### src/rtl/led_pulse_stretcher.sv
// rtl/led_pulse_stretcher.sv - stretches single-cycle event strobes into LED pulses with a queued backlog
module led_pulse_stretcher #(
    parameter int c_ON_CYCLES   = 250000,
    parameter int c_OFF_CYCLES  = 250000,
    parameter int c_MAX_PENDING = 15
) (
    input  logic                                 i_Clk,
    input  logic                                 i_Rst_n,
    input  logic                                 i_Event,
    input  logic                                 i_Clear,
    output logic                                 o_LED,
    output logic                                 o_Busy,
    output logic [$clog2(c_MAX_PENDING+1)-1:0]   o_Pending,
    output logic                                 o_Overflow
);

    localparam int c_MAX_PHASE = (c_ON_CYCLES > c_OFF_CYCLES) ? c_ON_CYCLES : c_OFF_CYCLES;
    localparam int W_CNT       = $clog2(c_MAX_PHASE + 1);
    localparam int W_PEND      = $clog2(c_MAX_PENDING + 1);

    localparam logic [W_CNT-1:0]  c_ON_LAST  = W_CNT'(c_ON_CYCLES - 1);
    localparam logic [W_CNT-1:0]  c_OFF_LAST = W_CNT'(c_OFF_CYCLES - 1);
    localparam logic [W_PEND-1:0] c_PEND_MAX = W_PEND'(c_MAX_PENDING);

    typedef enum logic [1:0] {
        S_IDLE = 2'd0,
        S_ON   = 2'd1,
        S_OFF  = 2'd2
    } state_t;

    state_t              r_state;
    logic [W_CNT-1:0]    r_cnt;
    logic [W_PEND-1:0]   r_pending;
    logic                r_overflow;
    logic                r_led;
    logic                r_busy;

    logic w_off_last;
    logic w_start_queued;
    logic w_start_direct;
    logic w_inc;

    // The last off-gap cycle is the only point where a new pulse may follow an old one.
    assign w_off_last     = (r_state == S_OFF) && (r_cnt == c_OFF_LAST);
    // A queued event is consumed when the gap ends with a backlog.
    assign w_start_queued = w_off_last && (r_pending != '0);
    // An event that finds nothing ahead of it starts its pulse without touching the backlog;
    // this also covers an event landing on the final gap cycle with an empty backlog.
    assign w_start_direct = i_Event && ((r_state == S_IDLE) || (w_off_last && (r_pending == '0)));
    assign w_inc          = i_Event && !w_start_direct;

    // Pulse sequencer, backlog counter and sticky overflow, all with registered outputs.
    always_ff @(posedge i_Clk or negedge i_Rst_n) begin
        if (!i_Rst_n) begin
            r_state    <= S_IDLE;
            r_cnt      <= '0;
            r_pending  <= '0;
            r_overflow <= 1'b0;
            r_led      <= 1'b0;
            r_busy     <= 1'b0;
        end else if (i_Clear) begin
            r_state    <= S_IDLE;
            r_cnt      <= '0;
            r_pending  <= '0;
            r_overflow <= 1'b0;
            r_led      <= 1'b0;
            r_busy     <= 1'b0;
        end else begin
            if (w_inc && !w_start_queued) begin
                if (r_pending == c_PEND_MAX) begin
                    r_overflow <= 1'b1;
                end else begin
                    r_pending <= r_pending + W_PEND'(1);
                end
            end else if (w_start_queued && !w_inc) begin
                r_pending <= r_pending - W_PEND'(1);
            end

            case (r_state)
                S_IDLE: begin
                    if (i_Event) begin
                        r_state <= S_ON;
                        r_cnt   <= '0;
                        r_led   <= 1'b1;
                        r_busy  <= 1'b1;
                    end
                end
                S_ON: begin
                    if (r_cnt == c_ON_LAST) begin
                        r_state <= S_OFF;
                        r_cnt   <= '0;
                        r_led   <= 1'b0;
                    end else begin
                        r_cnt <= r_cnt + W_CNT'(1);
                    end
                end
                S_OFF: begin
                    if (r_cnt == c_OFF_LAST) begin
                        r_cnt <= '0;
                        if (w_start_queued || w_start_direct) begin
                            r_state <= S_ON;
                            r_led   <= 1'b1;
                        end else begin
                            r_state <= S_IDLE;
                            r_busy  <= 1'b0;
                        end
                    end else begin
                        r_cnt <= r_cnt + W_CNT'(1);
                    end
                end
                default: begin
                    r_state <= S_IDLE;
                    r_cnt   <= '0;
                    r_led   <= 1'b0;
                    r_busy  <= 1'b0;
                end
            endcase
        end
    end

    assign o_LED      = r_led;
    assign o_Busy     = r_busy;
    assign o_Pending  = r_pending;
    assign o_Overflow = r_overflow;

endmodule
### config.mk
export PLATFORM = sky130hd
export DESIGN_NAME = led_pulse_stretcher
export DESIGN_NICKNAME = d
export VERILOG_FILES = /design/src/rtl/led_pulse_stretcher.sv
export SDC_FILE = /design/constraint.sdc
export NUM_CORES = 1
export LEC_CHECK = 0
export ABC_AREA = 1
export CELL_PAD_IN_SITES_DETAIL_PLACEMENT = 0
export CELL_PAD_IN_SITES_GLOBAL_PLACEMENT = 1
export CORE_ASPECT_RATIO = 0.9
export CORE_MARGIN = 3
export CORE_UTILIZATION = 39
export DETAILED_ROUTE_END_ITERATION = 6
export PLACE_DENSITY = 0.85
export SLEW_MARGIN = 0
export SYNTH_ARGS = -nofsm -noshare
export SYNTH_HDL_FRONTEND = slang
export SYNTH_SLANG_ARGS = --single-unit
export TNS_END_PERCENT = 20
### constraint.sdc
create_clock -name i_Clk -period 2.45 [get_ports i_Clk]
set_clock_uncertainty 0.1 [all_clocks]
set_input_delay 0.3675 -clock i_Clk [delete_from_list [all_inputs] [get_ports i_Clk]]
set_output_delay 0.3675 -clock i_Clk [all_outputs]
set_load 0.03 [all_outputs]
==> impl_metrics.tcl <==
set metrics [dict create \
    tightestPinTransition_ps 393 \
    grt_pass1_vias 1620 \
    insertion_delay_ps 280 \
    pre_cts_slack_ps -15.7 \
    vdd_drop_max_mv 0.437 \
    io_pins 11 \
    period_share 0.969 \
    cpMostUsedCell "nand2_1" \
    rsz0062_at_grt "yes" \
    avgRoutedWirePerCell_um 12.3 \
    hold_path.class "primary input to async pin" \
    synth_top_family_by_area "simple AND/OR/NAND/NOR gates" \
    cap_viol_max_count 0 \
    cts_max_path_buffers 2 \
    synth-simple-area-share 0.377 \
    status "finished, final reports clean" \
    synthMuxAreaShare 0.00614 \
    chipHeight_um 71.1 \
    synth_area_um2 1830 \
    antenna_found_initial 0 \
    holdWs_ps 360 \
    crit_path_max_fanout 5 \
    cts_buffers 3 \
    drive_gt1_frac 0.281 \
    ys.flop_type "dfrtp_1" \
    slew_headroom 0.735 \
    hold_violations 0 \
    holdBufCountCts 0 \
    drc 0 \
    area_growth_pct 30.2 \
    portBuffers 10 \
    place_congestion 0.826 \
    ys_async_sr_fraction 1.00 \
    crit_family "simple AND/OR/NAND/NOR gates" \
    synth_compound_area_frac 0.0914 \
    yosysSeqAreaShare 0.368 \
    ant_nets 0 \
    setup_viol_count_final 0 \
    cts_sinks 27 \
    cpPeakStageDelay_ps 410 \
    ys_ff_latch 27 \
    synth_top_area_frac 0.368 \
    clk_root_buffer_cell "clkbuf_8" \
    rows 23 \
    vias 1721 \
    synthAdderAreaFrac 0.0587 \
    cts.clk_slew.worst_paths_ps 100 \
    track_usage 0.165 \
    required_ps 2530 \
    yosys_warnings 0 \
    total_power_mw 1.82 \
    die_w_um 78.3 \
    initial_utilization 0.409 \
    grt_max_degree 28 \
    drt-total-wl_um 4390 \
    synth-xor-area-share 0.0143 \
    synth_top_area_cell "dfrtp_1" \
    insertedDiodeCount 0 \
    coreArea_um2 4490 \
    slew_violations 0 \
    path_buf_inv 2 \
    yosysUniqueCellTypes 33 \
    overflow 0 \
    worst_path_max_delay_cell "ha_2" \
    postSynthCellCount 247 \
    arrival_ps 2450 \
    critPathLaunchType "flip-flop" \
    synthesis.nets 259 \
    fin_crit_ps 2370 \
    path_class "flip-flop to flip-flop" \
    end_kind "flip-flop" \
    place.detailed.hpwl_um 3270 \
    yosysMostFrequentCell "nand2_1" \
    power_density_nw_per_um2 763 \
    cts_tree "built" \
    htreeDepth 1 \
    synth.top_cells.by_area "dfrtp_1 (37%), nand2_1 (11%), inv_1 (6.8%), nand3_1 (5.7%), nor2_1 (4.9%)" \
    crit_chain "inv_1 > ha_1 > nand4_1 > nand4_1 > ha_2 > nand3_2 > nand2_1 > xor2_1 > inv_1 > nand2_1 > nand2_1 > nand3_1 > nand2_1" \
    avgSynthCellArea_um2 7.43 \
    synth-edff-count 0 \
    viasPerCell 4.82 \
    dr.first_iter.drc_count 85 \
    fin_nets 308 \
    grt_pass1_wl_um 7400 \
    synthTopCellsByCount "nand2_1 (55), inv_1 (33), dfrtp_1 (27), nor2_1 (24), nand3_1 (21)" \
    final_core_util 0.532 \
    fin_ws_ps 76.1 \
    fmax_mhz 421 \
    dieArea_um2 5560 \
    dr.pass1.iters 4 \
    power_leakage_nw 1.09 \
]
flip-flops by register name, summed over array words and instances, names as in the netlist:
signal	cells
o_Overflow	1
r_state	2
r_cnt	18
o_LED	1
o_Pending	4
o_Busy	1
through the flow:
stage                     instances  setup TNS, ps  area [µm²]
after floorplan                 247              0        1830
after global placement          336              0        2140
after detailed placement        336          -15.7        2140
after CTS                       340              0        2190
after global routing            357           -135        2390
final                           357              0        2390
area by class of cell:
type                       count  area [µm²]
sequential                    27         677
timing repair buffer          45         363
inverter                      40         150
tap                           62        77.6
clock inverter                 1        5.00
multi-input combinational    179        1070
fill                         458        2100
clock buffer                   3        41.3
cell families after synthesis:
family | after synthesis
xor+xnor | 3
mux | 1
compound gates | 30
flops | 27
buf+inv | 41
simple gates | 137
fa+ha+maj | 8
worst reg2reg max path: stages, from the launching register on:
cell,delay (ps)
dfrtp_1,400
inv_1,90
ha_1,290
nand4_1,170
nand4_1,240
ha_2,410
nand3_2,70
nand2_1,60
xor2_1,170
inv_1,60
nand2_1,60
nand2_1,50
nand3_1,60
nand2_1,50
path summary, 6_finish.rpt:
path / start / end / slack (ps) / cells past startpoint
max: r_state[0] / o_Pending[3] / 80 / 13
min: i_Rst_n / o_Pending[2] / 360 / 2
max reg2reg: r_state[0] / o_Pending[3] / 80 / 13
min reg2reg: o_LED / o_LED / 400 / 2
max in group asynchronous: i_Rst_n / r_cnt[5] / 1610 / 2
min in group i_Clk: o_LED / o_LED / 400 / 2
power by group:
part	internal [mW]	switching (mW)
logic	0.432	0.550
clock network	0.114	0.154
registers	0.510	0.0608
total	1.06	0.765
cells in the final DEF, fill, tap and decap left out, drive strengths merged, types with 7 or more instances in the layout:
master         count
buf               35
nand3             24
a21oi             13
nand2             59
ha                 7
dfrtp             27
nor2              31
clkdlybuf4s50     10
o21ai             13
inv               40
nor3              11
routing by layer:
layer	GRT usage	share of wire
met1	0.235	0.53
met4	0.0311	0.0068
met2	0.261	0.44
met5	0	0
met3	0.0331	0.028
what timing repair did:
| item | 4_1_cts | 5_1_grt |
|---|---|---|
| pin swaps | 0 | 13 |
| buffers inserted | 0 | 17 |
| resized for setup | 1 | 18 |
| hold endpoints to repair | 0 | 0 |
| setup endpoints to repair | 1 | 2 |
No activity file was read; power rests on OpenSTA's default activity.
